### src/rtl/aes_ctrl_pkg.sv
// Shared types and constants for the AES round controller.
// Holds the FSM state encoding, the inner step indices and the default round count.
package aes_ctrl_pkg;

    typedef enum logic [2:0] {
        StIdle,
        StLoad,
        StRound,
        StFinal,
        StDone
    } ctrl_state_e;

    localparam int unsigned DEFAULT_NUM_ROUNDS = 10;

    localparam logic [3:0] STEP_SUB   = 4'd0;
    localparam logic [3:0] STEP_SHIFT = 4'd1;
    localparam logic [3:0] STEP_MIX   = 4'd2;
    localparam logic [3:0] STEP_ARK   = 4'd3;

    function automatic logic is_busy(input ctrl_state_e state);
        return (state == StLoad) || (state == StRound) || (state == StFinal);
    endfunction

endpackage

### src/rtl/aes_round_step_decode.sv
// Combinational decode of controller state and inner step into datapath enables.
// Any out-of-range step forces a counter clear so the datapath resynchronises.
module aes_round_step_decode
    import aes_ctrl_pkg::*;
(
    input  ctrl_state_e state,
    input  logic [3:0]  step,
    output logic        load_en,
    output logic        sub_en,
    output logic        shift_en,
    output logic        mix_en,
    output logic        ark_en,
    output logic        key_exp_en,
    output logic        rst_synch
);

    always_comb begin
        load_en    = 1'b0;
        sub_en     = 1'b0;
        shift_en   = 1'b0;
        mix_en     = 1'b0;
        ark_en     = 1'b0;
        key_exp_en = 1'b0;
        rst_synch  = 1'b1;
        unique case (state)
            StLoad: begin
                load_en = 1'b1;
                ark_en  = 1'b1;
            end
            StRound, StFinal: begin
                rst_synch = 1'b0;
                case (step)
                    STEP_SUB: begin
                        sub_en     = 1'b1;
                        key_exp_en = 1'b1;
                    end
                    STEP_SHIFT: shift_en = 1'b1;
                    // The final round skips MixColumns, leaving an idle step.
                    STEP_MIX:   mix_en = (state == StRound);
                    STEP_ARK: begin
                        ark_en    = 1'b1;
                        rst_synch = 1'b1;
                    end
                    default:    rst_synch = 1'b1;
                endcase
            end
            default: ;
        endcase
    end

endmodule

### src/rtl/aes_datapath_round_controller.sv
// AES block round controller: sequences load, round steps and the final round.
// State, round index and done are registered; enables are decoded from state and step.
module aes_datapath_round_controller
    import aes_ctrl_pkg::*;
#(
    parameter int unsigned NUM_ROUNDS      = DEFAULT_NUM_ROUNDS,
    parameter int unsigned STEPS_PER_ROUND = 4
) (
    input  logic       clk,
    input  logic       rst,
    input  logic       start,
    input  logic [3:0] inner_state_counter,
    output logic       rst_synch,
    output logic       ready,
    output logic       busy,
    output logic [3:0] round_num,
    output logic       load_en,
    output logic       sub_en,
    output logic       shift_en,
    output logic       mix_en,
    output logic       ark_en,
    output logic       key_exp_en,
    output logic       done
);

    localparam logic [3:0] LAST_STEP  = 4'(STEPS_PER_ROUND - 1);
    localparam logic [3:0] LAST_ROUND = 4'(NUM_ROUNDS);

    ctrl_state_e state_q, state_d;
    logic [3:0]  round_q, round_d;
    logic        done_q, done_d;

    always_ff @(posedge clk or posedge rst) begin
        if (rst) begin
            state_q <= StIdle;
            round_q <= 4'd0;
            done_q  <= 1'b0;
        end else begin
            state_q <= state_d;
            round_q <= round_d;
            done_q  <= done_d;
        end
    end

    always_comb begin
        state_d = state_q;
        round_d = round_q;
        unique case (state_q)
            StIdle: begin
                if (start) begin
                    state_d = StLoad;
                end
            end
            StLoad: begin
                round_d = 4'd1;
                state_d = (LAST_ROUND == 4'd1) ? StFinal : StRound;
            end
            StRound: begin
                if (inner_state_counter == LAST_STEP) begin
                    round_d = round_q + 4'd1;
                    if (round_q + 4'd1 == LAST_ROUND) begin
                        state_d = StFinal;
                    end
                end
            end
            StFinal: begin
                if (inner_state_counter == LAST_STEP) begin
                    state_d = StDone;
                end
            end
            StDone: begin
                state_d = StIdle;
                round_d = 4'd0;
            end
            default: begin
                state_d = StIdle;
                round_d = 4'd0;
            end
        endcase
        done_d = (state_d == StDone);
    end

    always_comb begin
        ready     = (state_q == StIdle);
        busy      = is_busy(state_q);
        round_num = round_q;
        done      = done_q;
    end

    aes_round_step_decode u_step_decode (
        .state      (state_q),
        .step       (inner_state_counter),
        .load_en    (load_en),
        .sub_en     (sub_en),
        .shift_en   (shift_en),
        .mix_en     (mix_en),
        .ark_en     (ark_en),
        .key_exp_en (key_exp_en),
        .rst_synch  (rst_synch)
    );

endmodule

### config.mk
export PLATFORM = sky130hd
export DESIGN_NAME = aes_datapath_round_controller
export DESIGN_NICKNAME = d
export VERILOG_FILES = /design/src/rtl/aes_ctrl_pkg.sv /design/src/rtl/aes_round_step_decode.sv /design/src/rtl/aes_datapath_round_controller.sv
export SDC_FILE = /design/constraint.sdc
export NUM_CORES = 1
export LEC_CHECK = 0
export CORE_UTILIZATION = 37
export CTS_BUF_LIST = sky130_fd_sc_hd__clkbuf_8
export DETAILED_ROUTE_END_ITERATION = 16
export GPL_TIMING_DRIVEN = 0
export PLACE_DENSITY_LB_ADDON = 0.08
export SLEW_MARGIN = 20
export SYNTH_ARGS = -nofsm -noshare
export SYNTH_HDL_FRONTEND = slang
export SYNTH_HIERARCHICAL = 1
export SYNTH_SLANG_ARGS = --single-unit
### constraint.sdc
create_clock -name clk -period 2.1 [get_ports clk]
set_input_delay 0.315 -clock clk [delete_from_list [all_inputs] [get_ports clk]]
set_output_delay 0.315 -clock clk [all_outputs]
set_load 0.02 [all_outputs]
==> impl_summary.log <==
INFO  metric run_status = finished clean
INFO  metric yosys_most_used_dff = sky130_fd_sc_hd__dfrtp_1
INFO  metric number_of_global_route_vias_before_repair = around 520
INFO  metric gp_congestion = 0.734
INFO  metric sequential_cell_area = around 200 sq um
INFO  metric power.switching = 373 uW
INFO  metric multi_input_area = roughly 370 sq um
INFO  metric critical_path_arrival = about 1.7 ns
INFO  metric postRouteAntennaNets = 0
INFO  metric grt_antenna_before_repair = 0
INFO  metric synthesized_instance_count = 65
INFO  metric synth-async-reset-ratio = 100%
INFO  metric cts_hold_repair.buffers = 0
INFO  metric switching_share = between 40% and 50%
INFO  metric h-tree-depth = 1
INFO  metric worst_path_largest_cell_delay = 0.61 ns
INFO  metric setup-tns-final = 0 ns
INFO  metric flow.area_growth_from_synthesis = 42.5%
INFO  metric clk_latency = 0.22 ns
INFO  metric achievable-frequency = 0.508 GHz
INFO  metric cellPowerDensity = ~1100 mW/mm^2
INFO  metric final_area = 852 sq um
INFO  metric cp_slowest_cell = sky130_fd_sc_hd__or4b_4
INFO  metric clock-sinks = 8
INFO  metric synth.avg_cell_area = around 9 sq um
INFO  metric die_extent_in_y = about 42 microns
INFO  metric vias = between 500 and 600
INFO  metric cts-buffers-inserted = 3
INFO  metric global_route_wire_length_before_repair = 2.37 mm
INFO  metric drv.max_cap_violation_count = 0
INFO  metric worst_setup_hold_path_clk_slew = about 0.040 ns
INFO  metric dieArea = 0.00178 sq mm
INFO  metric post_synthesis_register_bit_count = 8
INFO  metric worst-slew-pin-transition = about 0.43 ns
INFO  metric share_seq_of_total_power = 28.8%
INFO  metric synth_edf_count = 0
INFO  metric ioPinCount = 21
INFO  metric critical_path.endpoint_type = output pin
INFO  metric synth_most_common_cell = sky130_fd_sc_hd__nor2_1
INFO  metric globalRoute.totalOverflow = 0
INFO  metric setup_viol = 0
INFO  metric route.detailed.drc = 0
INFO  metric power_report.internal_total = 545 uW
INFO  metric timing_worst_setup_path_type = reg2out
INFO  metric comb_power_share = between 50% and 60%
INFO  metric totalWireLength = approximately 1.4 mm
INFO  metric finish.utilization = between 50% and 60%
INFO  metric slew_viol_final = 0
INFO  metric synth.yosys.warnings = 6
INFO  metric total_nets_final = 99
INFO  metric cts_tree = yes
INFO  metric post_synth_instance_area = approximately 600 sq um
INFO  metric clock_tree.root_cell = sky130_fd_sc_hd__clkbuf_8
INFO  metric post-route-period-util = 93.7%
INFO  metric fill_cells = 156
INFO  metric clock_power_share = roughly a fifth
INFO  metric diodes = 0
INFO  metric syn-num-nets = 74
INFO  metric type_of_the_worst_min_delay_path = in2async
INFO  metric post-synth-top-area-fraction = roughly a third
INFO  metric critical_path.max_fanout = 5
INFO  metric yosys-top-cells-count = 9 x sky130_fd_sc_hd__nor2_1, 8 x sky130_fd_sc_hd__dfrtp_1, 5 x sky130_fd_sc_hd__nand2_1
INFO  metric period_needed = roughly 2.0 ns
INFO  metric grt.total_usage = 17.2%
INFO  metric required = 1.78 ns
INFO  metric crit_path_start_kind = flip-flop
INFO  metric finalHoldViolations = 0
INFO  metric fin_worst_skew = approximately 0.0016 ns
INFO  metric yosysTopAreaCell = sky130_fd_sc_hd__dfrtp_1
INFO  metric clockBufferDepth = 2
INFO  metric synthDistinctLibCells = 30
INFO  metric layout-drive-gt1-share = between 20% and 30%
INFO  metric detailed_place.area = just over 800 sq um
INFO  metric timing.rr.start = round_num[0]
INFO  metric worst_ir_drop_vdd = roughly 0.63 mV
INFO  metric synth_sequential_area_ratio = roughly a third
INFO  metric fp.dieW = 42.2 microns
INFO  metric power.static_leakage = between 0.3 and 0.4 nW
INFO  metric start_util = about two fifths
INFO  metric rows = 14
INFO  metric setup_repair_after_global_routing_missed_its_margin = false
INFO  metric port_buffers = 20
INFO  metric detailedRoute.firstPassIterationCount = 4
INFO  metric worst_case_headroom_to_the_max_slew_limit = 71.2%
INFO  metric crit_chain = or4b_4 > nor4b_4 > buf_4
INFO  metric core = roughly 0.0015 sq mm
INFO  metric drt-wirelength-per-cell = about 13 microns
INFO  metric viasPerCell = approximately 5.3
INFO  metric crit_path_start = state_q[2]
INFO  metric top_post_synthesis_cells_by_area = sky130_fd_sc_hd__dfrtp_1 33%, sky130_fd_sc_hd__nor2_1 5.6%, sky130_fd_sc_hd__nand4bb_4 4.6%, sky130_fd_sc_hd__ha_1 4.2%, sky130_fd_sc_hd__nor4b_4 4.0%
INFO  metric drt_iter0_markers = 16
INFO  metric grt_start_max_net_pins = 11
INFO  metric place.detailed.hpwl = 1.03 mm
==> sequential cells by signal, summed over array words and instances, names as in the netlist <==
register and cells:
done 1, round_num 4, state_q 3
==> cell type report <==
class	instances	area share, %
well taps	16	2.35
flip-flops and latches	8	23.5
plain buffers	5	3.08
repair buffers	20	21.3
inverters	4	1.76
multi-input cells	48	43.2
clock buffers	3	4.85
==> power groups by stage <==
| stage | Combinational, mW | Sequential (mW) | Clock (mW) |
|---|---|---|---|
| final | 0.478 | 0.264 | 0.176 |
| after global routing | 0.522 | 0.276 | 0.190 |
| after CTS | 0.481 | 0.265 | 0.182 |
| after detailed placement | 0.489 | 0.267 | 0 |
| after global placement | 0.482 | 0.266 | 0 |
| after floorplan | 0.272 | 0.298 | 0 |
==> placed cells by master (no fill, tap or decap), drive strengths merged, types with 2 or more instances in the layout <==
master         Yosys  routed
dfrtp              8       8
nand2              5       5
dlymetal6s2s       0       3
a21oi              3       3
nor3               4       4
buf                4      10
nor2               9       9
nand3              3       3
ha                 2       2
clkbuf             1       4
nor3b              4       4
a211oi             2       2
inv                4       4
clkdlybuf4s50      0      10
==> timing repair <==
action,CTS,global route
endpoints found under the setup margin,7,3
buffers inserted,0,0
pin swaps,1,2
gates resized for setup,29,3
cloned,0,0
==> worst paths after layout <==
path,end,slack (ns),cells after the start
min in group clk,round_num[3],0.63,2
max reg2reg,state_q[0],0.61,5
max,mix_en,0.13,3
min reg2reg,round_num[3],0.63,2
max in group asynchronous,state_q[0],1.53,2
min,round_num[2],0.34,2
==> layer usage <==
layer / share of wire [%] / vias up / GRT usage [%]
li1: - / 278 / -
met1: 47 / 251 / 26.5
met2: 46 / 20 / 23.1
met3: 5.6 / 4 / 3.02
met4: 1.4 / 0 / 7.50
met5: 0 / - / 0
==> per-stage QoR <==
step                hold slack (ns)  power, mW  setup slack, ns  cells
finish                        0.339      0.918            0.133    104
global route                  0.410      0.988           0.0571    104
CTS                           0.348      0.928          0.00691    104
detailed placement            0.583      0.757           -0.504    101
global placement              0.581      0.748           -0.474    101
floorplan                     0.131      0.570           0.0510     65
==> kinds of logic (layout without fill, tap and decap cells) <==
| logic type | count (synthesis) | in the layout | share of synthesized area (%) |
|---|---|---|---|
| AND/OR/NAND/NOR | 32 | 32 | 37.7 |
| AO/OA/AOI/OAI | 11 | 11 | 13.0 |
| buffers and inverters | 9 | 32 | 6.90 |
| flip-flops | 8 | 8 | 33.5 |
| adder cells (fa/ha/maj) | 2 | 2 | 4.18 |
| XOR/XNOR | 2 | 2 | 2.93 |
| multiplexers | 1 | 1 | 1.88 |
==> worst max-delay path, delay by kind of cell, from the launching register on <==
| kind | cells | cell delay (ns) |
|---|---|---|
| simple gates | 2 | 0.88 |
| flops | 1 | 0.38 |
| buf+inv | 1 | 0.17 |
Note: power is estimated with default switching activity, not from simulation.
